==> src/rtl/reset_seq_gen_pkg.sv <==
// Shared types and constants for the multi-channel reset sequencer.
//   rsg_state_e : sequencer FSM states
//   COUNT_W     : width of the cycle counter
package reset_seq_gen_pkg;

    typedef enum logic [1:0] {
        INIT    = 2'd0,
        ASSERT  = 2'd1,
        RELEASE = 2'd2,
        DONE    = 2'd3
    } rsg_state_e;

    localparam int COUNT_W = 32;

endpackage

==> src/rtl/reset_seq_gen.sv <==
// Multi-channel reset sequencer. Holds all reset outputs asserted through an
// initial delay and a programmable assert time, then releases the channels one
// by one (ch0 first, STAGGER cycles apart) or all together when STAGGER is 0.
// A hold input keeps the channels asserted; a retrigger input restarts the
// assert phase from ASSERT, RELEASE or DONE.
//
// Ports:
//   clock     in   1           rising-edge clock
//   reset_n   in   1           asynchronous active-low block reset
//   retrigger in   1           level, sampled per edge: restart the assert phase
//   hold      in   1           1 = keep all channels asserted in ASSERT
//   rst_o     out  N_CHANNELS  active-high resets, bit i = channel i (registered)
//   rst_n_o   out  N_CHANNELS  active-low copy of rst_o
//   done      out  1           1 = all channels released (registered)
//
// The current FSM state is visible as the internal signal state_q for checkers.
module reset_seq_gen
    import reset_seq_gen_pkg::*;
#(
    parameter int unsigned N_CHANNELS    = 4,
    parameter int unsigned INITIAL_DELAY = 2,
    parameter int unsigned ASSERT_COUNT  = 20,
    parameter int unsigned STAGGER       = 4
) (
    input  logic                  clock,
    input  logic                  reset_n,
    input  logic                  retrigger,
    input  logic                  hold,
    output logic [N_CHANNELS-1:0] rst_o,
    output logic [N_CHANNELS-1:0] rst_n_o,
    output logic                  done
);

    localparam int CH_W = $clog2(N_CHANNELS + 1);

    localparam logic [COUNT_W-1:0] INIT_CNT   = COUNT_W'(INITIAL_DELAY);
    localparam logic [COUNT_W-1:0] ASSERT_CNT = COUNT_W'(ASSERT_COUNT);
    localparam logic [COUNT_W-1:0] STAGGER_CNT = COUNT_W'(STAGGER);
    localparam logic [CH_W-1:0]    LAST_CH    = CH_W'(N_CHANNELS - 1);

    generate
        if (N_CHANNELS < 1) begin : g_bad_channels
            $error("reset_seq_gen: N_CHANNELS must be at least 1");
        end
    endgenerate

    rsg_state_e            state_q, state_d;
    logic [COUNT_W-1:0]    count_q, count_d;
    logic [CH_W-1:0]       ch_q, ch_d;
    logic [N_CHANNELS-1:0] rst_q, rst_d;
    logic                  done_q, done_d;

    // Exit condition from ASSERT: count has reached its target and nobody holds.
    logic assert_exit;
    assign assert_exit = (count_q == ASSERT_CNT) && !hold;

    // State and datapath registers.
    always_ff @(posedge clock or negedge reset_n) begin
        if (!reset_n) begin
            state_q <= INIT;
            count_q <= '0;
            ch_q    <= '0;
            rst_q   <= '1;
            done_q  <= 1'b0;
        end else begin
            state_q <= state_d;
            count_q <= count_d;
            ch_q    <= ch_d;
            rst_q   <= rst_d;
            done_q  <= done_d;
        end
    end

    // Next-state logic.
    always_comb begin
        state_d = state_q;
        unique case (state_q)
            INIT: begin
                if (count_q == INIT_CNT) state_d = ASSERT;
            end
            ASSERT: begin
                if (!retrigger && assert_exit) begin
                    // With a single channel, releasing ch0 finishes the sequence.
                    if (STAGGER == 0 || N_CHANNELS == 1) state_d = DONE;
                    else                                 state_d = RELEASE;
                end
            end
            RELEASE: begin
                if (retrigger)                                       state_d = ASSERT;
                else if (count_q == STAGGER_CNT && ch_q == LAST_CH)  state_d = DONE;
            end
            DONE: begin
                if (retrigger) state_d = ASSERT;
            end
            default: state_d = INIT;
        endcase
    end

    // Datapath / registered-output next values.
    always_comb begin
        count_d = count_q;
        ch_d    = ch_q;
        rst_d   = rst_q;
        done_d  = done_q;
        unique case (state_q)
            INIT: begin
                if (count_q == INIT_CNT) count_d = '0;
                else                     count_d = count_q + 1'b1;
            end
            ASSERT: begin
                rst_d = '1;
                if (retrigger) begin
                    count_d = '0;
                end else if (assert_exit) begin
                    if (STAGGER == 0) begin
                        rst_d  = '0;
                        done_d = 1'b1;
                    end else begin
                        rst_d[0] = 1'b0;
                        ch_d     = CH_W'(1);
                        count_d  = '0;
                        if (N_CHANNELS == 1) done_d = 1'b1;
                    end
                end else if (count_q < ASSERT_CNT) begin
                    // hold leaves count parked at ASSERT_CNT.
                    count_d = count_q + 1'b1;
                end
            end
            RELEASE: begin
                if (retrigger) begin
                    rst_d   = '1;
                    count_d = '0;
                    ch_d    = '0;
                end else if (count_q == STAGGER_CNT) begin
                    for (int i = 0; i < N_CHANNELS; i++) begin
                        if (ch_q == CH_W'(i)) rst_d[i] = 1'b0;
                    end
                    count_d = '0;
                    ch_d    = ch_q + 1'b1;
                    if (ch_q == LAST_CH) done_d = 1'b1;
                end else begin
                    count_d = count_q + 1'b1;
                end
            end
            DONE: begin
                rst_d = '0;
                if (retrigger) begin
                    rst_d   = '1;
                    done_d  = 1'b0;
                    count_d = '0;
                    ch_d    = '0;
                end
            end
            default: begin
                count_d = '0;
                ch_d    = '0;
                rst_d   = '1;
                done_d  = 1'b0;
            end
        endcase
    end

    // Outputs.
    assign rst_o   = rst_q;
    assign rst_n_o = ~rst_q;
    assign done    = done_q;

endmodule

==> config.mk <==
export PLATFORM = sky130hd
export DESIGN_NAME = reset_seq_gen
export DESIGN_NICKNAME = d
export VERILOG_FILES = /design/src/rtl/reset_seq_gen_pkg.sv /design/src/rtl/reset_seq_gen.sv
export SDC_FILE = /design/constraint.sdc
export NUM_CORES = 1
export LEC_CHECK = 0
export CAP_MARGIN = 20
export CORE_AREA = 2 2 75 77
export DETAILED_ROUTE_END_ITERATION = 10
export DIE_AREA = 0 0 77 79
export GPL_TIMING_DRIVEN = 0
export PLACE_DENSITY_LB_ADDON = 0.2
export RECOVER_POWER = 50
export SLEW_MARGIN = 20
export SYNTH_ARGS = -nofsm -noshare
export SYNTH_HDL_FRONTEND = slang
export SYNTH_SLANG_ARGS = --single-unit
==> constraint.sdc <==
create_clock -name clock -period 3.9 [get_ports clock]
set_input_delay 0.78 -clock clock [delete_from_list [all_inputs] [get_ports clock]]
set_output_delay 0.78 -clock clock [all_outputs]
set_load 0.01 [all_outputs]
==> results.json, run 1 <==
{
  "outcome": "complete, but fails checks",
  "violations": "capacitance limit, slew limit",
  "synth-compound-area-share_pct": 20.8,
  "numPortBuffers": 11,
  "ys_seq_area_share_pct": 37.3,
  "placed_area_um2": 3050,
  "final_cell_mix": "dfrtp_1, o21ai_0, nor2_1",
  "drive_gt1_share_pct": 11.0,
  "syn_nets": 334,
  "area_growth_syn_to_layout_pct": 10.7,
  "cts-buffers-inserted": 5,
  "synth_xor_area_share_pct": 0,
  "clkSinkCount": 42,
  "worstMarginPinSlew_ns": 1.70,
  "cp.arrival_ns": 2.87,
  "overflow": 0,
  "drt_drc_violations_left": 0,
  "postRouteAntennaNets": 0,
  "dp_hpwl_um": 4950,
  "synth_area_um2": 2830,
  "synthTopCellsByArea": "dfrtp_1, ha_1, a22o_1, o21ai_0, dfstp_2",
  "gr-usage-met2_pct": 41.6,
  "finalCriticalPeriod_ns": 2.67,
  "cts_resized": 0,
  "final_max_slew_viol_count": 32,
  "slew_headroom_pct": -13.4,
  "p_per_area_nw_per_um2": 564,
  "yosys_warnings": 0,
  "vias": 2546,
  "avgSynthCellArea_um2": 9.00,
  "grt_start_max_net_pins": 32,
  "wl_per_cell_um": 17.2,
  "netlist_instances": 315,
  "ctsHoldBuffers": 0,
  "grtUsageTotal_pct": 25.0,
  "worstSetupPathType": "reg2reg",
  "hold_class": "in2async",
  "muxShareOfSynthArea_pct": 2.60,
  "antennaDiodeCount": 0,
  "peakVddDrop_mv": 0.261,
  "hold_ws_ns": 0.459,
  "cts_tree": "done",
  "grt_pass1_wl_um": 12000,
  "power_mw": 1.77,
  "die_y_um": 79,
  "grt_pass1_vias": 2424,
  "drt_iter0_markers": 214,
  "async_flop_share_pct": 100,
  "cp-start-kind": "flip-flop",
  "rows": 27,
  "core_area_um2": 5340,
  "finalSetupViolations": 0,
  "yosysTopAreaCell": "dfrtp_1",
  "clk_pin_slew_ns": 0.09,
  "ctsRootBufferMaster": "clkbuf_8",
  "fin_skew_ns": 0.0131,
  "dr.pass1.iters": 4,
  "globalRouteMet3Util_pct": 4.20,
  "reg2reg_depth": 9,
  "finalHoldViolCount": 0,
  "nNetsFinal": 353,
  "leakage_nw": 1.39,
  "synth-adder-area-share_pct": 6.62,
  "h-tree-depth": 2,
  "fp.dieArea_um2": 6080,
  "final_area_um2": 3140,
  "setup_tns_ns": 0,
  "cts_max_path_buffers": 2,
  "ys_types": 53,
  "post-cts-setup-buffers": 0,
  "initial_core_util_pct": 53.1,
  "die_x_um": 77,
  "synth_top_area_share_pct": 33.6,
  "synth_top_family_by_area": "simple AND/OR/NAND/NOR gates",
  "grt_use_met1_pct": 34.3,
  "top_usage_layer": "met2",
  "wl_um": 7020,
  "synth_enable_flop_cells": 0,
  "clkLatencyLatePin_ns": 0.31,
  "io_pins": 13,
  "max_cap_violations": 1,
  "ys.flop_type": "dfrtp_1",
  "cp_max_fo": 10,
  "cp.required_ns": 4.10,
  "min_period_over_period_pct": 68.5,
  "max_freq_mhz": 374,
  "cp-end-kind": "flip-flop",
  "yosys.area_share.simple_pct": 26.6,
  "final_common_cell": "dfrtp_1",
  "antenna_found_initial": 0,
  "rsz0062_at_grt": "false",
  "globalplace.congestion": 0.840,
  "viasPerCell": 6.26,
  "synth_seq_cells": 42
}
==> power by group <==
part	switching, mW	leakage [nW]	internal [mW]	total (mW)
Sequential	0.0460	0.559	0.505	0.551
Combinational	0.513	0.783	0.358	0.871
Clock	0.157	0.0524	0.192	0.348
==> sequential cells by signal (all words and copies together) (netlist names) <==
| register | count |
|---|---|
| ch_q | 3 |
| count_q | 32 |
| done | 1 |
| rst_o | 4 |
| state_q | 2 |
==> layer usage <==
metal | routed length (µm) | vias to the layer above
li1 | - | 1210
met1 | 3190 | 1246
met2 | 3300 | 84
met3 | 459 | 6
met4 | 63 | 0
met5 | 0 | -
==> final timing paths <==
check / start / end / slack, ns
worst max-delay path: count_q[0] / count_q[9] / 1.23
worst min-delay path: reset_n / count_q[3] / 0.46
worst max register to register: count_q[0] / count_q[9] / 1.23
worst min register to register: rst_o[3] / rst_o[3] / 0.49
max in group asynchronous: reset_n / count_q[27] / 1.43
min in group clock: rst_o[3] / rst_o[3] / 0.49
==> layout make-up <==
class / instances / area, µm²
fillers: 485 / 2200
flip-flops and latches: 42 / 1060
multi-input cells: 239 / 1610
inverters: 17 / 63.8
repair buffers: 12 / 108
clock buffers: 7 / 76.3
plain buffers: 17 / 108
well taps: 72 / 90.1
clock inverters: 1 / 30.0
==> worst max-delay path, cell delays in order, from the launching register on <==
cell,delay (ns)
dfrtp_1,0.43
inv_1,0.13
ha_1,0.19
nor4bb_1,0.42
nand4b_1,0.19
o21ai_1,0.24
nand3b_1,0.19
clkbuf_1,0.32
a21o_1,0.23
a22o_1,0.21
==> cell usage after synthesis, types with 2 or more instances <==
cell	n
o211ai_1	2
nand4_1	10
o21ai_0	25
nor2_1	24
o21ai_1	2
nor4_2	3
o31ai_1	4
nand3_1	12
inv_1	17
a31o_2	2
mux2i_1	4
clkbuf_1	4
dfrtp_1	38
a211oi_1	2
ha_1	15
nor4_1	8
buf_6	4
nor2b_1	6
and3_1	5
nor3_1	15
mux2_2	3
a22o_1	21
nand2b_1	4
nand2_1	22
buf_2	8
a31oi_1	2
or4_1	2
a21o_1	8
or3_1	3
dfstp_2	4
a21oi_1	7
and4_1	6
o2bb2ai_1	2
o21bai_1	2
==> cell families after synthesis <==
group	after synthesis
and+or+nand+nor	132
buffers and inverters	34
muxes	7
adders and majority gates	15
DFF	42
AOI/OAI and AO/OA	85
==> per-stage QoR <==
stage	util, %	instances	setup slack [ns]
after global placement	56.8	398	0.901
after CTS	59.1	407	1.29
after global routing	58.8	407	0.924
after floorplan	-	315	1.63
after detailed placement	57.1	399	0.988
final	58.8	407	1.23
No activity file was read; power rests on OpenSTA's default activity.
==> inputs of run 2 (changes only) <==
clock period = 2.37 ns   (was 3.9 ns; I/O delays follow)
==> run 2 against run 1 <==
The flow now finishes without violations. Total power grew 76%. Wire length rose by 4.0%. Utilization is 4.4 points higher. Sequential power rose by 64%. Final cell count up 2.7%. Via count up 2.7%. Clock power is 65% higher. Clock skew about the same. Design area rose by 7.5%. Fmax increased by 15%. Largest cell class unchanged. Flip-flop and latch count unchanged.
==> results.json, run 2 (synthesized netlist as in run 1, its figures left out) <==
{
  "viasPerCell": 6.25,
  "die_x_um": 77,
  "finalSetupViolations": 0,
  "numPortBuffers": 11,
  "power_mw": 3.12,
  "cp.arrival_ns": 2.52,
  "core_area_um2": 5340,
  "grt_pass1_vias": 2441,
  "area_growth_syn_to_layout_pct": 19.1,
  "cp-start-kind": "flip-flop",
  "largest_reg_flops": 32,
  "globalplace.congestion": 0.840,
  "worstMarginPinSlew_ns": 0.790,
  "cp.required_ns": 2.56,
  "min_period_over_period_pct": 98.0,
  "grt_start_max_net_pins": 32,
  "clk_pin_slew_ns": 0.09,
  "outcome": "complete, no violations",
  "hold_class": "in2async",
  "p_per_area_nw_per_um2": 924,
  "rows": 27,
  "max_cap_violations": 0,
  "cts_tree": "done",
  "finalCriticalPeriod_ns": 2.32,
  "clkLatencyLatePin_ns": 0.31,
  "antennaDiodeCount": 0,
  "cts_max_path_buffers": 2,
  "finalHoldViolCount": 0,
  "num-fill-cells": 451,
  "h-tree-depth": 2,
  "cts-buffers-inserted": 5,
  "ctsRootBufferMaster": "clkbuf_8",
  "top_register": "count_q",
  "leakage_nw": 1.48,
  "slew_headroom_pct": 47.4,
  "drt_drc_violations_left": 0,
  "final_max_slew_viol_count": 0,
  "postRouteAntennaNets": 0,
  "antenna_found_initial": 0,
  "drt_iter0_markers": 272,
  "setup_tns_ns": 0,
  "fp.dieArea_um2": 6080,
  "peakVddDrop_mv": 0.371,
  "dr.pass1.iters": 4,
  "max_freq_mhz": 430,
  "vias": 2614,
  "clkSinkCount": 42,
  "die_y_um": 79,
  "final_common_cell": "dfrtp_1",
  "grt_pass1_wl_um": 12100,
  "wl_um": 7300,
  "initial_core_util_pct": 53.1,
  "worstSetupPathType": "reg2reg",
  "cp_max_fo": 3,
  "io_pins": 13,
  "rsz0062_at_grt": "true",
  "drive_gt1_share_pct": 20.8,
  "final_cell_mix": "dfrtp_1, nor2_1, o21ai_0",
  "cp-end-kind": "flip-flop",
  "dp_hpwl_um": 4950,
  "grtUsageTotal_pct": 25.3,
  "nNetsFinal": 364,
  "wl_per_cell_um": 17.5,
  "overflow": 0,
  "fin_skew_ns": 0.0135
}
-- run 2: cell count changes in the layout (fill, tap and decap cells not counted), sizes merged --
cell / delta
dlygate4sd3: -4
clkdlybuf4s50: +4
buf: +12
clkbuf: -1
-- run 2: stage by stage --
step	setup WS [ns]	cells	util (%)	hold slack [ns]	area, µm²
global route	-0.0620	418	63.2	0.204	3370
CTS	0.00279	408	60.1	0.0531	3210
detailed placement	-0.236	399	57.1	0.379	3050
global placement	-0.323	398	56.8	0.474	3030
finish	0.0471	418	63.2	0.153	3370
floorplan	0.287	315	-	0.178	2830
-- run 2: path summary, 6_finish.rpt --
check                            from  slack (ns)           to  cells past startpoint
hold / removal                reset_n        0.15   count_q[3]                      1
min in group clock           rst_o[3]        0.49     rst_o[3]                      2
setup reg to reg           count_q[1]        0.05      ch_q[2]                      9
max in group asynchronous     reset_n        0.95  count_q[24]                      2
setup / recovery           count_q[1]        0.05      ch_q[2]                      9
hold reg to reg              rst_o[3]        0.49     rst_o[3]                      2
-- run 2: what timing repair did --
item                       in CTS  in global routing
buffers inserted                1                 11
setup endpoints to repair      34                 37
gates resized for setup        11                 29
pin swaps                       2                 11
hold buffers                    0                  0
-- run 2: per-layer routing --
| layer | GRT usage, % | part of all wire (%) | up-vias | wire length (µm) |
|---|---|---|---|---|
| met1 | 34.5 | 45 | 1293 | 3290 |
| met3 | 4.09 | 5.5 | 10 | 399 |
| met4 | 6.43 | 1.3 | 0 | 93 |
| li1 | - | - | 1232 | - |
| met5 | 0 | 0 | - | 0 |
| met2 | 42.4 | 48 | 79 | 3510 |
-- run 2: power breakdown --
part	switching, mW	internal (mW)	total (mW)
Clock	0.260	0.316	0.575
Combinational	0.904	0.736	1.64
Sequential	0.0719	0.831	0.903
Total	1.24	1.88	3.12
-- run 2: layout make-up --
type                       instances  area (µm²)  share of cell area (%)
multi-input combinational        239        1730                    51.1
sequential                        42        1060                    31.6
timing repair buffer              24         203                    6.01
buffer                            16         121                    3.60
tap                               72        90.1                    2.67
clock buffer                       7        76.3                    2.26
inverter                          17        63.8                    1.89
clock inverter                     1        30.0                   0.890
-- run 2: critical path, cell delays in order, from the launching register on --
cell and delay [ns]:
dfrtp_2 0.43, inv_1 0.11, ha_4 0.15, nor4bb_4 0.24, nand4b_1 0.21, o21ai_2 0.23
buf_4 0.14, o211ai_1 0.12, or2_1 0.30, mux2_2 0.29
==> inputs of run 3 (changes only) <==
CTS_CLUSTER_SIZE = 25   (was default)
==> results of run 3 <==
The final DEF is identical to that of run 2; final timing and power are the same.
